## src/rtl/if_prefetch.sv

```systemverilog
// ---------------------------------------------------------------------------
// if_prefetch
//
// Instruction-fetch prefetch queue. It issues sequential reads to an
// instruction memory with one cycle of read latency. Returned words are
// buffered in a DEPTH-entry FIFO together with the address they were fetched
// from. The head of the FIFO is presented downstream as {pc, instruction},
// where pc is the fetch address plus PC_STEP. A taken branch flushes the
// queue, drops any response landing in the same cycle, and restarts fetching
// at the branch target.
//
// Handshake: the head entry is transferred on any rising edge where
// out_valid=1 and out_ready=1, unless branch_taken=1 in that cycle. out_valid
// does not depend on out_ready. out_ready low acts as a freeze of the
// consumer.
//
// Ports
//   clk            : clock, rising edge
//   rst            : asynchronous active-high reset
//   branch_taken   : redirect request (flush + new fetch address)
//   branch_address : redirect target
//   imem_req       : memory read strobe (combinational)
//   imem_addr      : memory read address (the current fetch PC)
//   imem_rdata     : read data, valid the cycle after imem_req
//   out_valid      : queue head valid
//   out_ready      : consumer accepts the head
//   pc             : head fetch address + PC_STEP (0 when empty)
//   instruction    : head instruction word (0 when empty)
// ---------------------------------------------------------------------------
module if_prefetch #(
    parameter int                    BIT_NUMBER = 32,
    parameter int                    DEPTH      = 4,
    parameter int                    PC_STEP    = 4,
    parameter logic [BIT_NUMBER-1:0] RESET_PC   = '0
) (
    input  logic                  clk,
    input  logic                  rst,
    input  logic                  branch_taken,
    input  logic [BIT_NUMBER-1:0] branch_address,
    output logic                  imem_req,
    output logic [BIT_NUMBER-1:0] imem_addr,
    input  logic [BIT_NUMBER-1:0] imem_rdata,
    output logic                  out_valid,
    input  logic                  out_ready,
    output logic [BIT_NUMBER-1:0] pc,
    output logic [BIT_NUMBER-1:0] instruction
);

    localparam int                    PW   = $clog2(DEPTH);
    localparam logic [BIT_NUMBER-1:0] STEP = BIT_NUMBER'(PC_STEP);

    logic [BIT_NUMBER-1:0] r_fetch_pc;
    logic [BIT_NUMBER-1:0] r_inflight_addr;
    logic                  r_inflight;
    logic [PW-1:0]         r_wr_ptr;
    logic [PW-1:0]         r_rd_ptr;
    logic [PW:0]           r_count;
    logic [BIT_NUMBER-1:0] r_addr_mem [DEPTH];
    logic [BIT_NUMBER-1:0] r_data_mem [DEPTH];

    logic [PW+1:0]         w_occupancy;
    logic                  w_issue;
    logic                  w_push;
    logic                  w_pop;
    logic                  w_nonempty;

    // Slots already filled plus the one response that may still be on its way.
    // Issuing only while this is below DEPTH guarantees every response a slot.
    assign w_occupancy = {1'b0, r_count} + {{(PW+1){1'b0}}, r_inflight};
    assign w_issue     = !branch_taken && (w_occupancy < (PW+2)'(DEPTH));
    assign w_nonempty  = (r_count != '0);
    assign w_push      = r_inflight && !branch_taken;
    assign w_pop       = w_nonempty && out_ready && !branch_taken;

    assign imem_req    = w_issue;
    assign imem_addr   = r_fetch_pc;

    // Control state: fetch PC, in-flight tracking, pointers and count.
    always_ff @(posedge clk or posedge rst) begin
        if (rst) begin
            r_fetch_pc      <= RESET_PC;
            r_inflight      <= 1'b0;
            r_inflight_addr <= '0;
            r_wr_ptr        <= '0;
            r_rd_ptr        <= '0;
            r_count         <= '0;
        end else begin
            // Never set during a branch cycle, so the cycle after a branch
            // starts with nothing in flight and an empty queue.
            r_inflight <= w_issue;
            if (w_issue) begin
                r_inflight_addr <= r_fetch_pc;
            end

            if (branch_taken) begin
                r_fetch_pc <= branch_address;
                r_wr_ptr   <= '0;
                r_rd_ptr   <= '0;
                r_count    <= '0;
            end else begin
                if (w_issue) begin
                    r_fetch_pc <= r_fetch_pc + STEP;
                end
                if (w_push) begin
                    r_wr_ptr <= r_wr_ptr + PW'(1);
                end
                if (w_pop) begin
                    r_rd_ptr <= r_rd_ptr + PW'(1);
                end
                case ({w_push, w_pop})
                    2'b10:   r_count <= r_count + (PW+1)'(1);
                    2'b01:   r_count <= r_count - (PW+1)'(1);
                    default: r_count <= r_count;
                endcase
            end
        end
    end

    // Queue storage needs no reset: entries are only visible while counted.
    always_ff @(posedge clk) begin
        if (w_push) begin
            r_addr_mem[r_wr_ptr] <= r_inflight_addr;
            r_data_mem[r_wr_ptr] <= imem_rdata;
        end
    end

    assign out_valid   = w_nonempty;
    assign pc          = w_nonempty ? (r_addr_mem[r_rd_ptr] + STEP) : '0;
    assign instruction = w_nonempty ? r_data_mem[r_rd_ptr] : '0;

endmodule

```

## config.mk

```make
export PLATFORM = sky130hd
export DESIGN_NAME = if_prefetch
export DESIGN_NICKNAME = d
export VERILOG_FILES = /design/src/rtl/if_prefetch.sv
export SDC_FILE = /design/constraint.sdc
export NUM_CORES = 1
export LEC_CHECK = 0
export ABC_AREA = 1
export CORE_ASPECT_RATIO = 1.2
export CORE_UTILIZATION = 40
export CTS_CLUSTER_SIZE = 40
export DETAILED_ROUTE_END_ITERATION = 6
export HOLD_SLACK_MARGIN = 0.02
export PLACE_DENSITY = 0.63
export RECOVER_POWER = 25
export SLEW_MARGIN = 25
export SYNTH_ARGS = -nofsm -noshare
export SYNTH_HDL_FRONTEND = slang
export SYNTH_SLANG_ARGS = --single-unit
```

## constraint.sdc

```tcl
create_clock -name clk -period 10.4 [get_ports clk]
set_input_delay 2.08 -clock clk [delete_from_list [all_inputs] [get_ports clk]]
set_output_delay 2.08 -clock clk [all_outputs]
set_load 0.05 [all_outputs]
```

==> run_results.csv, run 1 <==
group,metric,value,unit
floorplanning,dieHeight,213,um
final_layout,nets,1754,
run,maxCapViolCount,0,
routing,avgRoutedWirePerCell,16.2,um
cts,cts_tree,"built",
cts,hold_buffers,0,
sta,tns,0,ps
logic_synthesis,async_flop_share,22.0,%
global_route,grt_pass1_vias,10400,
cts,cts_root_buf,"clkbuf_16",
floorplanning,pin_count,166,
setup_path,cp-end-kind,"output pin",
placement,dp_hpwl,21600,um
logic_synthesis,netlist_top_cells_count,"444 x nand2_1, 256 x edfxtp_1, 245 x nor2_1, 133 x o21ai_0, 97 x inv_1",
logic_synthesis,synth.top_cell.area_share,51.9,%
logic_synthesis,synth_area,0.0148,mm2
sta,fmax,152,MHz
sta,slew_violations,0,
setup_path,worstSetupPathType,"flop to output pin",
cts,cts_resized,0,
min_path,hp-class,"flop to flop",
final_layout,diodes,0,
floorplanning,start_util,41.0,%
sta,tightest_slew,1040,ps
cts,cts.clk_slew.worst_paths,60,ps
cts,cts_post_setup_buffers_inserted,0,
sta,finalCritPeriodShare,63.2,%
final_layout,area_growth,20.8,%
power,ir_drop,0.137,mV
logic_synthesis,syn_inst,1531,
cts,cts_buffers,34,
sta,setup_ws,3830,ps
placement,pre_cts_slack,4320,ps
global_route,grtUsageTotal,19.0,%
sta,slew_headroom,30.9,%
run_status,outcome,"finished, final reports clean",
placement,port_buffers,165,
logic_synthesis,synth.most_common_cell,"nand2_1",
setup_path,crit_fanout,74,
global_route,grt_pass1_wl,55400,um
setup_path,crit_slowest_cell,"clkdlybuf4s50_1",
setup_path,cp-start-kind,"flop",
setup_path,cp.required,8320,ps
final_layout,layout-drive-gt1-share,6.17,%
routing,vias_per_cell,4.96,
setup_path,critical_path_arrival,4490,ps
power,p_seq_share,37.0,%
cts,ctsHtreeMaxLevel,2,
global_route,gr-total-overflow,0,
sta,hold_violations,0,
sta,min_period,6570,ps
setup_path,worstPathCellList,"buf_4 -> inv_2 -> buf_4 -> nand2_1 -> nand2_1 -> nand2_1 -> nor2_2 -> nand2_2 -> nor2_1 -> a21oi_1 -> nor2_1 -> clkdlybuf4s50_1",
cts,clk_latency,520,ps
power,leakagePower,0.00702,uW
logic_synthesis,ys_seq_elements,328,
setup_path,r2r_slack,8200,ps
routing,postRouteAntennaNets,0,
logic_synthesis,synth.top_cells.by_area,"edfxtp_1 52%, dfrtp_1 12%, nand2_1 11%, nor2_1 6.2%, o21ai_0 4.5%",
power,p_switching,2030,uW
logic_synthesis,synth_cell_types,42,
power,p_int,2880,uW
floorplanning,die_area,0.0378,mm2
logic_synthesis,synth_nets,1606,
setup_path,path_common_cell,"nand2_1",
setup_path,slowest_delay,830,ps
sta,setup_viol,0,
power,clkPwrFrac,23.7,%
routing,routed_wl,35200,um
cts,cts_buffer_depth,3,
logic_synthesis,yosysWarnings,0,
logic_synthesis,synth_enable_flop_cells,256,
floorplanning,rows,76,
routing,first_iter_violations,906,
setup_path,path_delay_family,"buffers and inverters",
global_route,grt_max_degree,131,
final_layout,fillCellCount,3313,
logic_synthesis,syn_area_per_cell,9.67,um2
floorplanning,core,0.0361,mm2
sta,skew,18.2,ps
logic_synthesis,synthFlopType,"edfxtp_1",
routing,vias,10800,
global_route,antenna_found_initial,0,
routing,firstDrtPassIters,5,
power,pwr-share-comb,39.3,%
routing,drc,0,
setup_path,crit_buf_inv,4,
cts,clkSinkCount,328,
power,switching_share,41.3,%
power,powerDensity,275,mW/mm2
logic_synthesis,seq_area_frac_synth,64.1,%
sta,rsz0062_at_grt,"no",
logic_synthesis,synth_largest_area_cell,"edfxtp_1",
placement,place.gp.congestion,0.915,
floorplanning,dieWidth,178,um
-- path summary, 6_finish.rpt --
path	depth (start not counted)	from	to
worst max register to register	8	r_inflight	imem_addr[24]
worst max-delay path	12	r_rd_ptr[1]	pc[29]
worst min register to register	0	r_inflight_addr[5]	r_addr_mem[1][5]
min in group asynchronous	3	rst	r_inflight_addr[1]
worst min-delay path	0	r_inflight_addr[5]	r_addr_mem[1][5]
max in group asynchronous	3	rst	r_rd_ptr[0]
-- placed cells by master, fill, tap and decap left out, drive strengths merged, types with 2 or more instances in the layout --
cell	count
xor2	14
o211ai	3
clkdlybuf4s50	148
nor3	8
ha	6
o2111ai	2
nand4	8
dfrtp	72
nor2	257
edfxtp	256
nand2	459
o21ai	134
o22ai	2
a31oi	4
clkbuf	38
o221ai	5
bufinv	3
a211oi	2
clkinv	16
a22oi	2
dlygate4sd3	17
xnor2	2
a21oi	59
buf	14
nand3	57
inv	105
-- metal layers --
metal  wire length, um  global-route usage (%)
met3              2040                    2.48
met5                 0                       0
met2             16500                    30.9
met4               604                    4.95
met1             16100                    26.8
-- worst reg2reg max path: cells and delay by family, from the launching register on --
kind | cells | cell delay (ps)
AND/OR/NAND/NOR | 6 | 730
buffers and inverters | 2 | 920
flip-flops | 1 | 410
-- layout make-up --
cell class / count / area [um2] / area share (%)
clock buffer: 38 / 866 / 4.84
sequential: 328 / 9490 / 53.1
tap: 468 / 586 / 3.27
multi-input combinational: 1033 / 4600 / 25.7
inverter: 103 / 392 / 2.19
timing repair buffer: 179 / 1760 / 9.82
clock inverter: 21 / 196 / 1.10
-- power by group through the flow --
stage          registers [uW]  logic, uW  clock network [uW]
2_1_floorplan            1880       1250                   0
3_3_place_gp             1830       1930                   0
3_5_place_dp             1840       1940                   0
4_1_cts                  1820       1950                1190
5_1_grt                  1840       2090                1240
6_report                 1820       1930                1170
-- cells by family (layout without fill, tap and decap cells) --
group / after synthesis / in the layout / share of synthesized area (%)
AOI/OAI and AO/OA: 220 / 220 / 7.93
xor gates and xnor gates: 16 / 16 / 0.946
adders and majority gates: 7 / 7 / 0.642
buffers and inverters: 170 / 341 / 5.07
DFF: 328 / 328 / 64.1
and+or+nand+nor: 790 / 790 / 21.3
-- registers in the layout (all words and copies together) (netlist names) --
register and cells:
r_addr_mem 128, r_wr_ptr 2, r_rd_ptr 2, r_inflight 1, r_data_mem 128, r_count 3, imem_addr 32, r_inflight_addr 32
-- stage by stage --
| step | std cells | total power, uW | cell area, um2 | util (%) | hold slack (ps) |
|---|---|---|---|---|---|
| floorplan | 1531 | 3130 | 14800 | - | 476 |
| global placement | 2111 | 3760 | 16800 | 46.6 | 488 |
| detailed placement | 2111 | 3780 | 16800 | 46.6 | 506 |
| CTS | 2170 | 4960 | 17900 | 49.5 | 523 |
| global route | 2170 | 5180 | 17900 | 49.5 | 538 |
| finish | 2170 | 4910 | 17900 | 49.5 | 513 |
Power figures use the tool's default switching activity.
==> inputs of run 2 (changes only) <==
==> constraint.sdc (replaced) <==
create_clock -name clk -period 6.7 [get_ports clk]
set_input_delay 1.34 -clock clk [delete_from_list [all_inputs] [get_ports clk]]
set_output_delay 1.34 -clock clk [all_outputs]
set_load 0.05 [all_outputs]
==> run 2 against run 1 <==
The flow now finishes with violations (DRC). Critical path depth increased by 1. Non-clock buffer count down 1. Total power is 57% higher. Final area is 0.36% higher. Flip-flop and latch count did not move.
==> run_results.csv, run 2 (synthesized netlist as in run 1, its figures left out) <==
group,metric,value,unit
global_route,grtUsageTotal,18.8,%
placement,dp_hpwl,21900,um
floorplanning,dieHeight,213,um
routing,avgRoutedWirePerCell,16.2,um
run_status,outcome,"finished with violations",
cts,cts_resized,0,
run_status,violations,"DRC",
cts,clkSinkCount,328,
cts,cts.clk_slew.worst_paths,60,ps
routing,routed_wl,35200,um
sta,hold_ws,510,ps
routing,first_iter_violations,859,
sta,slew_violations,0,
final_layout,fillCellCount,3315,
setup_path,crit_buf_inv,2,
setup_path,reg2reg_depth,8,
sta,setup_viol,0,
floorplanning,rows,76,
floorplanning,core,0.0361,mm2
power,leakagePower,0.00703,uW
floorplanning,dieWidth,178,um
run,maxCapViolCount,0,
min_path,min_to,"r_addr_mem[1][24]",
setup_path,critical_path_arrival,4410,ps
placement,port_buffers,165,
global_route,grt_max_degree,131,
floorplanning,pin_count,166,
routing,vias_per_cell,5.00,
sta,tns,0,ps
setup_path,cp-end-kind,"output pin",
routing,firstDrtPassIters,7,
global_route,antenna_found_initial,0,
final_layout,final_util,49.7,%
setup_path,reg2reg_to,"imem_addr[16]",
sta,slew_headroom,31.3,%
setup_path,cp-start-kind,"flop",
routing,drc,1,
final_layout,layout-drive-gt1-share,6.16,%
global_route,grt_pass1_vias,10500,
placement,place.gp.congestion,0.894,
min_path,min_from,"r_inflight_addr[24]",
sta,tightest_slew,1030,ps
final_layout,final_cell_mix,"444 x nand2_1, 256 x edfxtp_1, 240 x nor2_1",
sta,finalCritPeriodShare,85.9,%
min_path,whs_path_depth,0,
setup_path,crit_fanout,130,
setup_path,worstSetupPathType,"flop to output pin",
global_route,grt_pass1_wl,55100,um
setup_path,worstPathCellList,"inv_6 -> nand2_1 -> nand2_1 -> nand2_1 -> nand2_1 -> ha_1 -> nand2_1 -> nor2_2 -> nand2_2 -> nor2_1 -> o21ai_0 -> nor2_1 -> clkdlybuf4s50_1",
setup_path,r2r_slack,4120,ps
setup_path,cp-startpoint,"r_rd_ptr[0]",
cts,hold_buffers,0,
cts,cts_buffer_depth,3,
routing,drt-met1-wl,16100,um
floorplanning,die_area,0.0378,mm2
sta,fmax,174,MHz
sta,min_period,5750,ps
cts,cts_post_setup_buffers_inserted,0,
global_route,gr-total-overflow,0,
setup_path,crit_slowest_cell,"clkdlybuf4s50_1",
floorplanning,start_util,41.0,%
routing,dr.max_layer_used,"met4",
setup_path,path_delay_family,"buffers and inverters",
power,powerDensity,429,mW/mm2
sta,rsz0062_at_grt,"no",
sta,skew,20.2,ps
final_layout,final_common_cell,"nand2_1",
setup_path,path_common_cell,"nand2_1",
setup_path,cp.required,5360,ps
cts,cts_root_buf,"clkbuf_16",
cts,cts_buffers,35,
setup_path,r2r_start,"r_inflight",
cts,clk_latency,520,ps
final_layout,top_regs,"r_addr_mem (128), r_data_mem (128)",
cts,ctsHtreeMaxLevel,2,
placement,dpl_cell_area,0.0168,mm2
power,ir_drop,0.200,mV
setup_path,slowest_delay,840,ps
routing,wl_met3,1760,um
final_layout,fin_area,0.0180,mm2
routing,postRouteAntennaNets,0,
final_layout,nets,1754,
final_layout,area_growth,21.2,%
min_path,hp-class,"flop to flop",
routing,met2_wirelength,16700,um
final_layout,diodes,0,
cts,cts_tree,"built",
sta,hold_violations,0,
routing,vias,10900,
[run 2: changes by cell type in the layout (fill, tap and decap cells not counted), moves of 2 or more]
cell             previous run  this run
clkinv_1                    6         8
clkinv_2                    9         5
clkbuf_1                    4         6
clkdlybuf4s50_1           148       150
dlygate4sd3_1              17        15
[run 2: power breakdown]
group | switching, uW | internal (uW) | total, uW
clock | 780 | 1100 | 1880
combinational | 2120 | 860 | 2980
sequential | 269 | 2560 | 2830
[run 2: layout make-up]
cell class                      count  area, um2  share of cell area (%)
Multi-Input combinational cell   1033       4600                    25.6
Inverter                          103        392                    2.18
Clock inverter                     21        219                    1.22
Timing Repair Buffer              178       1750                    9.74
Clock buffer                       42        912                    5.08
Sequential cell                   328       9490                    52.9
Tap cell                          468        586                    3.26
[run 2: per-layer routing]
layer  GRT usage [%]  vias to the layer above
met5               0                        -
met4            5.01                        0
met3            2.58                       45
met2            31.2                      302
met1            26.0                     5148
li1                -                     5377
[run 2: worst max-delay path by stage]
| stage | cells past startpoint | endpoint |
|---|---|---|
| 6_report | 13 | pc[14] |
| 3_5_place_dp | 13 | pc[14] |
| 2_1_floorplan | 4 | r_addr_mem[0][0] |
| 5_1_grt | 15 | pc[26] |
| 4_1_cts | 13 | pc[14] |
| 3_3_place_gp | 13 | pc[14] |
[run 2: stage by stage]
| step | std cells | setup slack [ps] | total power [uW] |
|---|---|---|---|
| final | 2173 | 945 | 7690 |
| after global routing | 2173 | 527 | 8100 |
| after CTS | 2173 | 876 | 7770 |
| after detailed placement | 2110 | 1450 | 5870 |
| after global placement | 2110 | 1480 | 5840 |
| after floorplan | 1531 | 1770 | 4860 |
==> inputs of run 3 (changes only) <==
--- a/config.mk
+++ b/config.mk
@@ -17,3 +17,4 @@
 export SYNTH_ARGS = -nofsm -noshare
 export SYNTH_HDL_FRONTEND = slang
 export SYNTH_SLANG_ARGS = --single-unit
+export TNS_END_PERCENT = 1
==> results of run 3 <==
No change in the layout: final DEF, timing and power equal those of run 2.
